$ cat src/rtl/mem_load_unit.sv
// mem_load_unit: two-byte load sequencer over an 8-bit req/ack memory bus.
// Fetches bytes at A and A+1, assembles a 16-bit word and presents it to the
// downstream register with a single-cycle write pulse. All outputs registered.
module mem_load_unit #(
  parameter int unsigned ADDR_W     = 16,
  parameter bit          BIG_ENDIAN = 1'b1,
  parameter int unsigned TIMEOUT    = 15
) (
  input  logic              clk,
  input  logic              rst_n,
  input  logic              ld_start,
  input  logic [ADDR_W-1:0] ld_addr,
  output logic              ld_busy,
  output logic              ld_done,
  output logic              ld_err,
  output logic              mem_req,
  output logic [ADDR_W-1:0] mem_addr,
  input  logic [7:0]        mem_rdata,
  input  logic              mem_ack,
  output logic [15:0]       reg_in,
  output logic              reg_w_flag
);

  // Wait counter only has to reach TIMEOUT-1 before the abort decision.
  localparam int unsigned     CNT_W    = (TIMEOUT > 1) ? $clog2(TIMEOUT) : 1;
  localparam logic [CNT_W-1:0] CNT_LAST = CNT_W'(TIMEOUT - 1);

  typedef enum logic [2:0] {
    IDLE,
    REQ0,
    REQ1,
    WRITE,
    ERR
  } state_t;

  state_t           state;
  logic [CNT_W-1:0] wait_cnt;
  logic [7:0]       byte0;
  logic [15:0]      word;

  // Byte placement depends on the configured endianness.
  always_comb begin
    word = BIG_ENDIAN ? {byte0, mem_rdata} : {mem_rdata, byte0};
  end

  // Load sequencer: state, bus request, timeout and registered outputs.
  always_ff @(posedge clk or negedge rst_n) begin
    if (!rst_n) begin
      state      <= IDLE;
      wait_cnt   <= '0;
      byte0      <= '0;
      ld_busy    <= 1'b0;
      ld_done    <= 1'b0;
      ld_err     <= 1'b0;
      mem_req    <= 1'b0;
      mem_addr   <= '0;
      reg_in     <= '0;
      reg_w_flag <= 1'b0;
    end else begin
      ld_done    <= 1'b0;
      ld_err     <= 1'b0;
      reg_w_flag <= 1'b0;
      case (state)
        IDLE: begin
          if (ld_start) begin
            mem_addr <= ld_addr;
            mem_req  <= 1'b1;
            ld_busy  <= 1'b1;
            wait_cnt <= '0;
            state    <= REQ0;
          end
        end
        REQ0: begin
          if (mem_ack) begin
            byte0    <= mem_rdata;
            mem_addr <= mem_addr + ADDR_W'(1);
            wait_cnt <= '0;
            state    <= REQ1;
          end else if (wait_cnt == CNT_LAST) begin
            mem_req <= 1'b0;
            ld_err  <= 1'b1;
            byte0   <= '0;
            state   <= ERR;
          end else begin
            wait_cnt <= wait_cnt + CNT_W'(1);
          end
        end
        REQ1: begin
          if (mem_ack) begin
            reg_in     <= word;
            reg_w_flag <= 1'b1;
            ld_done    <= 1'b1;
            mem_req    <= 1'b0;
            byte0      <= '0;
            state      <= WRITE;
          end else if (wait_cnt == CNT_LAST) begin
            mem_req <= 1'b0;
            ld_err  <= 1'b1;
            byte0   <= '0;
            state   <= ERR;
          end else begin
            wait_cnt <= wait_cnt + CNT_W'(1);
          end
        end
        WRITE, ERR: begin
          ld_busy <= 1'b0;
          state   <= IDLE;
        end
        default: begin
          ld_busy <= 1'b0;
          mem_req <= 1'b0;
          state   <= IDLE;
        end
      endcase
    end
  end

endmodule

$ cat config.mk
export PLATFORM = sky130hd
export DESIGN_NAME = mem_load_unit
export DESIGN_NICKNAME = d
export VERILOG_FILES = /design/src/rtl/mem_load_unit.sv
export SDC_FILE = /design/constraint.sdc
export NUM_CORES = 1
export LEC_CHECK = 0
export BUFFER_PORTS_ARGS = -buffer_cell sky130_fd_sc_hd__buf_4
export CORE_MARGIN = 4
export CORE_UTILIZATION = 30
export CTS_CLUSTER_SIZE = 16
export DETAILED_ROUTE_END_ITERATION = 8
export PLACE_DENSITY = 0.61
export SYNTH_ARGS = -nofsm -noshare
export SYNTH_HDL_FRONTEND = slang
export SYNTH_SLANG_ARGS = --single-unit
export TNS_END_PERCENT = 30
$ cat constraint.sdc
create_clock -name clk -period 2.8 [get_ports clk]
set_input_delay 0.56 -clock clk [delete_from_list [all_inputs] [get_ports clk]]
set_output_delay 0.56 -clock clk [all_outputs]
set_load 0.1 [all_outputs]
Word level (Yosys, flattened, before mapping)
Index checks and enable logic that the tools add are counted.

Register bits: 51. Bits of input ports: 28. Logic and storage cells: 61.

Multiplexer cells: 28. Eq/ne operators: 9. Reductions and logical operators: 11. Bitwise operators: 2. Add/subtract/negate cells: 2.

Operators with widths (number): 2-to-1 mux 16 bit (2); case mux 16 bit (2 select lines) (1); 2-to-1 mux 8 bit (3); adder 16 x 1 -> 16 bit, second input constant (1); 2-to-1 mux 4 bit (4); case mux 8 bit (2 select lines) (1); 2-to-1 mux 3 bit (4); case mux 4 bit (3 select lines) (1); 2-to-1 mux 1 bit (9); case mux 3 bit (3 select lines) (1); AND reduction 3 bit (3); inequality test 2 bit, second input constant (4); == test 3 x 2 -> 1 bit, second input constant (2); adder 4 x 1 -> 4 bit, second input constant (1); == test 4 bit, second input constant (1); case mux 1 bit (4 select lines) (1); AND reduction 2 bit (2); nonzero test 2 bit (2); OR reduction 2 bit (2); == test 3 x 1 -> 1 bit, second input constant (1); == test 3 bit, second input constant (1); zero test 3 bit (1); nonzero test 3 bit (1); NOT 1 bit (2); case mux 1 bit (2 select lines) (1).

Depth between registers and ports, before layout
Gate-level depths: netlist (run 1).

Depth in word-level cells: 4. Depth in mapped cells: 7.

Worst setup path after synthesis (run 1)
OpenSTA, ideal clock, no wires.

Path type: reg2reg. Start point: register mem_addr[0]. End point: register mem_addr[10]. Path buffers: 1. Arrival: 2120 ps. Library setup time: 121 ps. Cell stages (with the launch flop): 7. Slack: 559 ps. Clock period less this slack: 2241 ps. Cells stage by stage: dfrtp_1 -> ha_1 -> and3_1 -> clkbuf_1 -> nand4_1 -> o22a_1 -> o22a_1.

Longest elaborated chain between the ends: 3.

Ends and longest elaborated chain: start, declared (line 17) `output logic [ADDR_W-1:0] mem_addr,`; start signal, assigned (line 66) `mem_addr <= ld_addr;`; start signal, assigned (line 76) `mem_addr <= mem_addr + ADDR_W'(1);`; adder 16 x 1 -> 16 bit (line 76); 2-to-1 mux 16 bit (line 74) `if (mem_ack) begin`; case mux 16 bit (2 select lines) (line 63) `case (state)`.

Every way passes these cells. The select of a mux whose other input is x is not followed. A chain may end at the register's enable or synchronous reset.

Final worst setup path (run 1)
Start point: register state[1]. End point: register mem_addr[0].

Longest elaborated chain between the ends: 3. Elaborated cells on any way between the ends: 7.

Ends and longest elaborated chain: start, declared (line 36) `state_t state;`; start signal, assigned (line 49) `state <= IDLE;`; start signal, assigned (line 70) `state <= REQ0;`; start signal, assigned (line 78) `state <= REQ1;`; == test 3 x 1 -> 1 bit / zero test 3 bit (equally long branches) (line 63); inequality test 2 bit (no line) / nonzero test 2 bit (equally long branches); AND reduction 3 bit (no line).

Several ways; a longest one is shown, not always the timed one.

==> reports/qor.csv, run 1 <==
stage,metric,value,unit
outcome,status,"complete, no violations",
logic_synthesis,postSynthAreaPerCell,10.4,µm²
critical_path,path_class,register to register,
critical_path,crit_chain,nor2_1 > a21boi_1 > buf_4 > o21ai_0 > o21ai_1,
sta,finalCritPeriodShare,73.1,%
clock_tree,htree_levels,2,
logic_synthesis,ys_seq_area_share,49.8,%
logic_synthesis,netlist_top_cells_area,"dfrtp_1, mux2_1, a21oi_1, mux2_2, a22o_1",
sta,final.setup_skew,0.0127,ns
run,max_cap_viol_count,0,
clock_tree,tritoncts,yes,
global_route,track_usage,13.0,%
floorplanning,start_util,31.1,%
final_layout,syn_to_final_growth,24.2,%
detailed_routing,vias,2116,
final_layout,seqCellArea,1280,µm²
clock_tree,clock_latency,0.30,ns
final_layout,n_antenna_cell,0,
floorplanning,fp.dieArea,10100,µm²
floorplanning,io_pins,65,
final_layout,fin_util,38.6,%
hold_path,hp-class,input pin to async pin,
clock_tree,cts_setup_buffers,0,
logic_synthesis,yosys.cell_types.count,48,
clock_tree,cts_buffers,5,
logic_synthesis,synth_edf_count,0,
detailed_routing,route.detailed.wl_per_inst,15.4,µm
sta,rsz0062_at_grt,no,
critical_path,cp.arrival,2.29,ns
sta,worst_slew_pin_slew,0.677,ns
placed_design,portBuffers,64,
logic_synthesis,syn-num-nets,278,
critical_path,worstPathRequired,3.04,ns
final_layout,stdcell_area,3190,µm²
logic_synthesis,yosys_warnings,0,
logic_synthesis,syn_area,2560,µm²
placed_design,dp_hpwl,4420,µm
global_route,grt-ovfl-total,0,
logic_synthesis,synth_top_area_share,49.8,%
logic_synthesis,syn_inst,247,
final_layout,fin_nets,333,
critical_path,crit_path_max_fanout,18,
critical_path,slowest_delay,0.60,ns
clock_tree,holdBufCountCts,0,
critical_path,slowest_stage,dfrtp_1,
sta,slew_headroom,54.6,%
clock_tree,clockBufferDepth,2,
sta,finalCriticalPeriod,2.05,ns
global_route,grt_max_degree,52,
sta,setup_viol,0,
placed_design,gp_congestion,0.761,
logic_synthesis,yosysTopAreaCell,dfrtp_1,
detailed_routing,routed_wl,6300,µm
logic_synthesis,synth-seq-cells,51,
logic_synthesis,synth_top_flop_cell,dfrtp_1,
final_layout,final_common_cell,buf_4,
detailed_routing,drt_iter0_drc,141,
final_layout,fillers,831,
global_route,grt_first_pass_wirelength,10600,µm
placed_design,place_area,3100,µm²
detailed_routing,drt-pass1-iter-count,4,
clock_tree,cts_root_buf,clkbuf_8,
critical_path,cp-start-kind,register,
clock_tree,cts_num_sinks,51,
sta,fmax,489,MHz
critical_path,crit_path_end_kind,register,
logic_synthesis,async_flop_share,100,%
detailed_routing,vias_per_cell,5.19,
sta,hold_viol_final,0,
global_route,first_global_vias,2160,
clock_tree,clk_pin_slew,0.10,ns
final_layout,drive_gt1_share,29.7,%
final_layout,multi_input_area,1160,µm²
sta,tns,0,ns
floorplanning,die_w,100,µm
clock_tree,cts_resized,0,
floorplanning,die_h,100,µm
global_route,antenna_found_initial,0,
floorplanning,rows,33,
detailed_routing,drc,0,
sta,slew_violations,0,
floorplanning,core,8260,µm²
detailed_routing,antenna_left,0,
final_layout,final_cell_mix,"buf_4, dfrtp_1, a21oi_1",
## worst max-delay path, delay by kind of cell (launching register included)
family | cells | cell delay (ns)
AND/OR/NAND/NOR | 1 | 0.33
buffers and inverters | 1 | 0.29
AO/OA/AOI/OAI | 3 | 0.76
flip-flops | 1 | 0.60
## synth_stat cells (2+ instances only)
cell / count
a211o_1: 3
a21oi_1: 19
a22o_1: 8
a2bb2oi_1: 7
a311oi_1: 4
a31oi_1: 2
and3_1: 7
buf_1: 2
buf_2: 9
buf_4: 3
clkbuf_1: 4
dfrtp_1: 51
ha_1: 3
inv_1: 6
mux2_1: 9
mux2_2: 7
nand2_1: 17
nand2b_1: 2
nand3_1: 11
nand4_1: 8
nor2_1: 12
nor2b_1: 2
nor3_1: 4
nor3_2: 2
nor4_1: 2
o21ai_0: 7
o21ai_1: 7
o22a_1: 4
o22ai_1: 5
or3b_1: 2
## registers in the layout, indices dropped and copies added, names as in the netlist
signal / count
reg_in: 16
ld_busy: 1
wait_cnt: 4
state: 3
ld_err: 1
reg_w_flag: 1
mem_req: 1
mem_addr: 16
byte0: 8
## metrics by stage
| stage | instances | hold WS [ns] | worst slack, ns |
|---|---|---|---|
| 2_1_floorplan | 247 | 0.264 | 0.559 |
| 3_3_place_gp | 400 | 0.470 | 0.826 |
| 3_5_place_dp | 400 | 0.480 | 0.773 |
| 4_1_cts | 408 | 0.307 | 0.745 |
| 5_1_grt | 408 | 0.327 | 0.575 |
| 6_report | 408 | 0.279 | 0.754 |
## logic make-up after synthesis
kind of cell,synth area share (%)
adders and majority gates,1.46
xor gates and xnor gates,0.342
and+or+nand+nor,16.6
muxes,7.41
buffers and inverters,4.98
AOI/OAI and AO/OA,19.5
DFF,49.8
## worst paths after layout
path                                   start     endpoint  slack [ns]  cells after the start
worst min register to register     reg_in[6]    reg_in[6]        0.50                      1
worst max-delay path                state[1]  mem_addr[0]        0.75                      5
worst max register to register      state[1]  mem_addr[0]        0.75                      5
min in group clk                mem_rdata[3]    reg_in[3]        0.48                      2
worst min-delay path                   rst_n    reg_in[2]        0.28                      1
max in group asynchronous              rst_n     state[0]        2.08                      1
## final cells by class
| class | count | area share (%) |
|---|---|---|
| clock inverter | 3 | 0.628 |
| clock buffer | 5 | 2.16 |
| sequential | 51 | 40.0 |
| timing repair buffer | 67 | 15.8 |
| multi-input combinational | 170 | 36.4 |
| tap | 105 | 4.12 |
| inverter | 7 | 0.824 |
## metal layers
layer / vias up / GRT usage, % / routed length, µm
li1: 1017 / - / -
met1: 1024 / 17.9 / 2830
met2: 72 / 20.1 / 2900
met3: 3 / 4.15 / 552
met4: 0 / 2.90 / 19
met5: - / 0 / 0
Power of run 1 is not shown: default switching activity piles up to over one toggle a cycle in this logic, so the estimate is an artifact.
==> run 2: changes to the inputs <==
- ABC_AREA: default -> 1
- clock period: 2.8 -> 2 ns (I/O delays scaled with it)
==> reports/qor.csv, run 2 <==
stage,metric,value,unit,change
outcome,status,"complete, no violations",,
final_layout,final_cell_mix,"nand2_1, buf_4, dfrtp_1",,
final_layout,seqCellArea,1280,µm²,+0.20%
clock_tree,cts_root_buf,clkbuf_8,,
clock_tree,tritoncts,yes,,
logic_synthesis,synth_top_area_share,47.9,%,-1.9 points
clock_tree,clockBufferDepth,2,,unchanged
logic_synthesis,async_flop_share,100,%,unchanged
final_layout,largestRegisters,"mem_addr: 16 flops, reg_in: 16 flops, byte0: 8 flops",,
logic_synthesis,synth_top_flop_cell,dfrtp_1,,
detailed_routing,vias_per_cell,4.61,,-11%
sta,slew_violations,0,,unchanged
floorplanning,die_h,102,µm,+1.8%
run,max_cap_viol_count,0,,unchanged
global_route,grt_max_degree,52,,unchanged
clock_tree,holdBufCountCts,0,,unchanged
final_layout,syn_to_final_growth,24.8,%,
critical_path,crit_path_max_fanout,31,,+13
logic_synthesis,synth-seq-cells,51,,unchanged
critical_path,crit_chain,nor2_4 > nand2_2 > inv_2 > nand4_1 > a21oi_1 > nor2_1,,
final_layout,multi_input_area,1120,µm²,-3.4%
sta,rsz0062_at_grt,no,,
critical_path,r2r-start,state[2],,
critical_path,r2r_slack,0.31,ns,-0.45 ns
clock_tree,htree_levels,2,,unchanged
final_layout,stdcell_area,3330,µm²,+4.4%
final_layout,final_common_cell,nand2_1,,
logic_synthesis,yosys.cell_types.count,30,,-38%
global_route,grt-ovfl-total,0,,unchanged
clock_tree,clk_pin_slew,0.11,ns,about the same
placed_design,dp.cells,505,,+26%
sta,fmax,590,MHz,+21%
sta,finalCritPeriodShare,84.7,%,+12 points
placed_design,gp_congestion,0.901,,+18%
detailed_routing,route.detailed.wl_per_inst,12.4,µm,-19%
critical_path,slowest_stage,dfrtp_1,,
clock_tree,cts_setup_buffers,0,,unchanged
detailed_routing,drt-pass1-iter-count,4,,unchanged
final_layout,fin_nets,435,,+31%
floorplanning,die_w,102,µm,+1.8%
critical_path,path_class,register to register,,
detailed_routing,routed_wl,6390,µm,+1.3%
clock_tree,cts_buffers,5,,unchanged
clock_tree,cts_resized,0,,unchanged
logic_synthesis,syn-num-nets,372,,+34%
final_layout,n_antenna_cell,0,,unchanged
final_layout,drive_gt1_share,23.7,%,-6.0 points
detailed_routing,drt_iter0_drc,78,,-45%
sta,hold_viol_final,0,,unchanged
detailed_routing,antenna_left,0,,unchanged
clock_tree,cts_num_sinks,51,,unchanged
placed_design,dp_hpwl,4690,µm,+6.1%
placed_design,place_area,3230,µm²,+4.2%
global_route,grt_first_pass_wirelength,10800,µm,+1.4%
critical_path,critPathTopFamily,simple AND/OR/NAND/NOR gates,,
floorplanning,core,8680,µm²,+5.1%
hold_path,hp-class,input pin to async pin,,
placed_design,portBuffers,64,,unchanged
floorplanning,rows,34,,+3.0%
critical_path,r2r-end,mem_addr[9],,
logic_synthesis,syn_inst,341,,+38%
floorplanning,start_util,30.7,%,-0.34 points
logic_synthesis,postSynthAreaPerCell,7.82,µm²,-25%
logic_synthesis,synth_edf_count,0,,unchanged
critical_path,worstPathRequired,2.21,ns,-0.83 ns
critical_path,cp.arrival,1.90,ns,-0.39 ns
sta,setup_viol,0,,unchanged
global_route,first_global_vias,2267,,+5.0%
placed_design,dp_worst_setup_slack,0.302,ns,-0.471 ns
logic_synthesis,yosys_warnings,0,,unchanged
final_layout,fillers,930,,+12%
final_layout,layout.cells.non_filler,513,,+26%
logic_synthesis,netlist_top_cells_count,"nand2_1, dfrtp_1, inv_1",,
critical_path,slowest_delay,0.46,ns,-0.14 ns
critical_path,cp-start-kind,register,,
critical_path,cp_num_buf_inv,1,,unchanged
sta,finalCriticalPeriod,1.69,ns,-0.353 ns
logic_synthesis,ys_seq_area_share,47.9,%,-1.9 points
sta,tns,0,ns,unchanged
global_route,antenna_found_initial,0,,unchanged
logic_synthesis,syn_area,2670,µm²,+4.0%
sta,final.setup_skew,0.00828,ns,-0.00441 ns
detailed_routing,vias,2367,,+12%
floorplanning,io_pins,65,,unchanged
logic_synthesis,yosysMostFrequentCell,nand2_1,,
logic_synthesis,netlist_top_cells_area,"dfrtp_1, nand2_1, inv_1, o21ai_0, nand3_1",,
sta,slew_headroom,56.6,%,+2.0 points
floorplanning,fp.dieArea,10500,µm²,+3.6%
critical_path,rr_worst_depth,6,,+1
critical_path,crit_path_end_kind,register,,
clock_tree,clock_latency,0.31,ns,about the same
sta,final.setup.worst_slack,0.306,ns,-0.447 ns
sta,worst_slew_pin_slew,0.651,ns,-0.0265 ns
detailed_routing,drc,0,,unchanged
global_route,track_usage,13.0,%,-0.033 points
logic_synthesis,yosysTopAreaCell,dfrtp_1,,
## run 2: cell count changes in the layout (fill, tap and decap cells not counted), sizes merged, moves of 4 or more
cell	change
and3	-7
a2bb2oi	-7
o22ai	+4
mux2	-16
nand2	+77
o22a	-4
nor2	+14
a311oi	-5
inv	+48
o21ai	+23
nand3	+8
a22o	-8
## run 2: area by class of cell
type / instances / share of cell area, %
clock inverters: 3 / 0.940
well taps: 108 / 4.06
flip-flops and latches: 51 / 38.4
multi-input cells: 228 / 33.7
inverters: 52 / 5.94
repair buffers: 66 / 14.9
clock buffers: 5 / 2.07
## run 2: how the worst max path moves through the flow
stage | endpoint | start | depth (start not counted) | slack [ns]
after floorplan | mem_addr[8] | mem_addr[2] | 7 | 0.05
after global placement | mem_addr[6] | state[2] | 6 | 0.37
after detailed placement | mem_addr[6] | state[2] | 6 | 0.30
after CTS | mem_addr[6] | state[2] | 6 | 0.27
after global routing | mem_addr[6] | state[2] | 6 | 0.09
final | mem_addr[9] | state[2] | 6 | 0.31
## run 2: layer usage
layer	vias up	GRT usage [%]	routed length, µm
li1	1214	-	-
met1	1106	16.8	2860
met2	43	21.6	3170
met3	4	2.59	277
met4	0	4.34	74
met5	-	0	0
## run 2: logic make-up (layout without fill, tap and decap cells)
kind of cell,Yosys count,after routing,share of synthesized area [%]
buffers and inverters,62,126,10.1
AOI/OAI and AO/OA,66,66,13.6
adders and majority gates,3,3,1.41
xor gates and xnor gates,2,2,0.657
DFF,51,51,47.9
and+or+nand+nor,157,157,26.4
## run 2: metrics by stage
| step | utilization (%) | hold slack (ns) |
|---|---|---|
| floorplan | - | 0.104 |
| global placement | 37.2 | 0.474 |
| detailed placement | 37.2 | 0.480 |
| CTS | 38.4 | 0.130 |
| global route | 38.4 | 0.152 |
| finish | 38.4 | 0.0984 |
Power of run 2 is left out for the same reason.
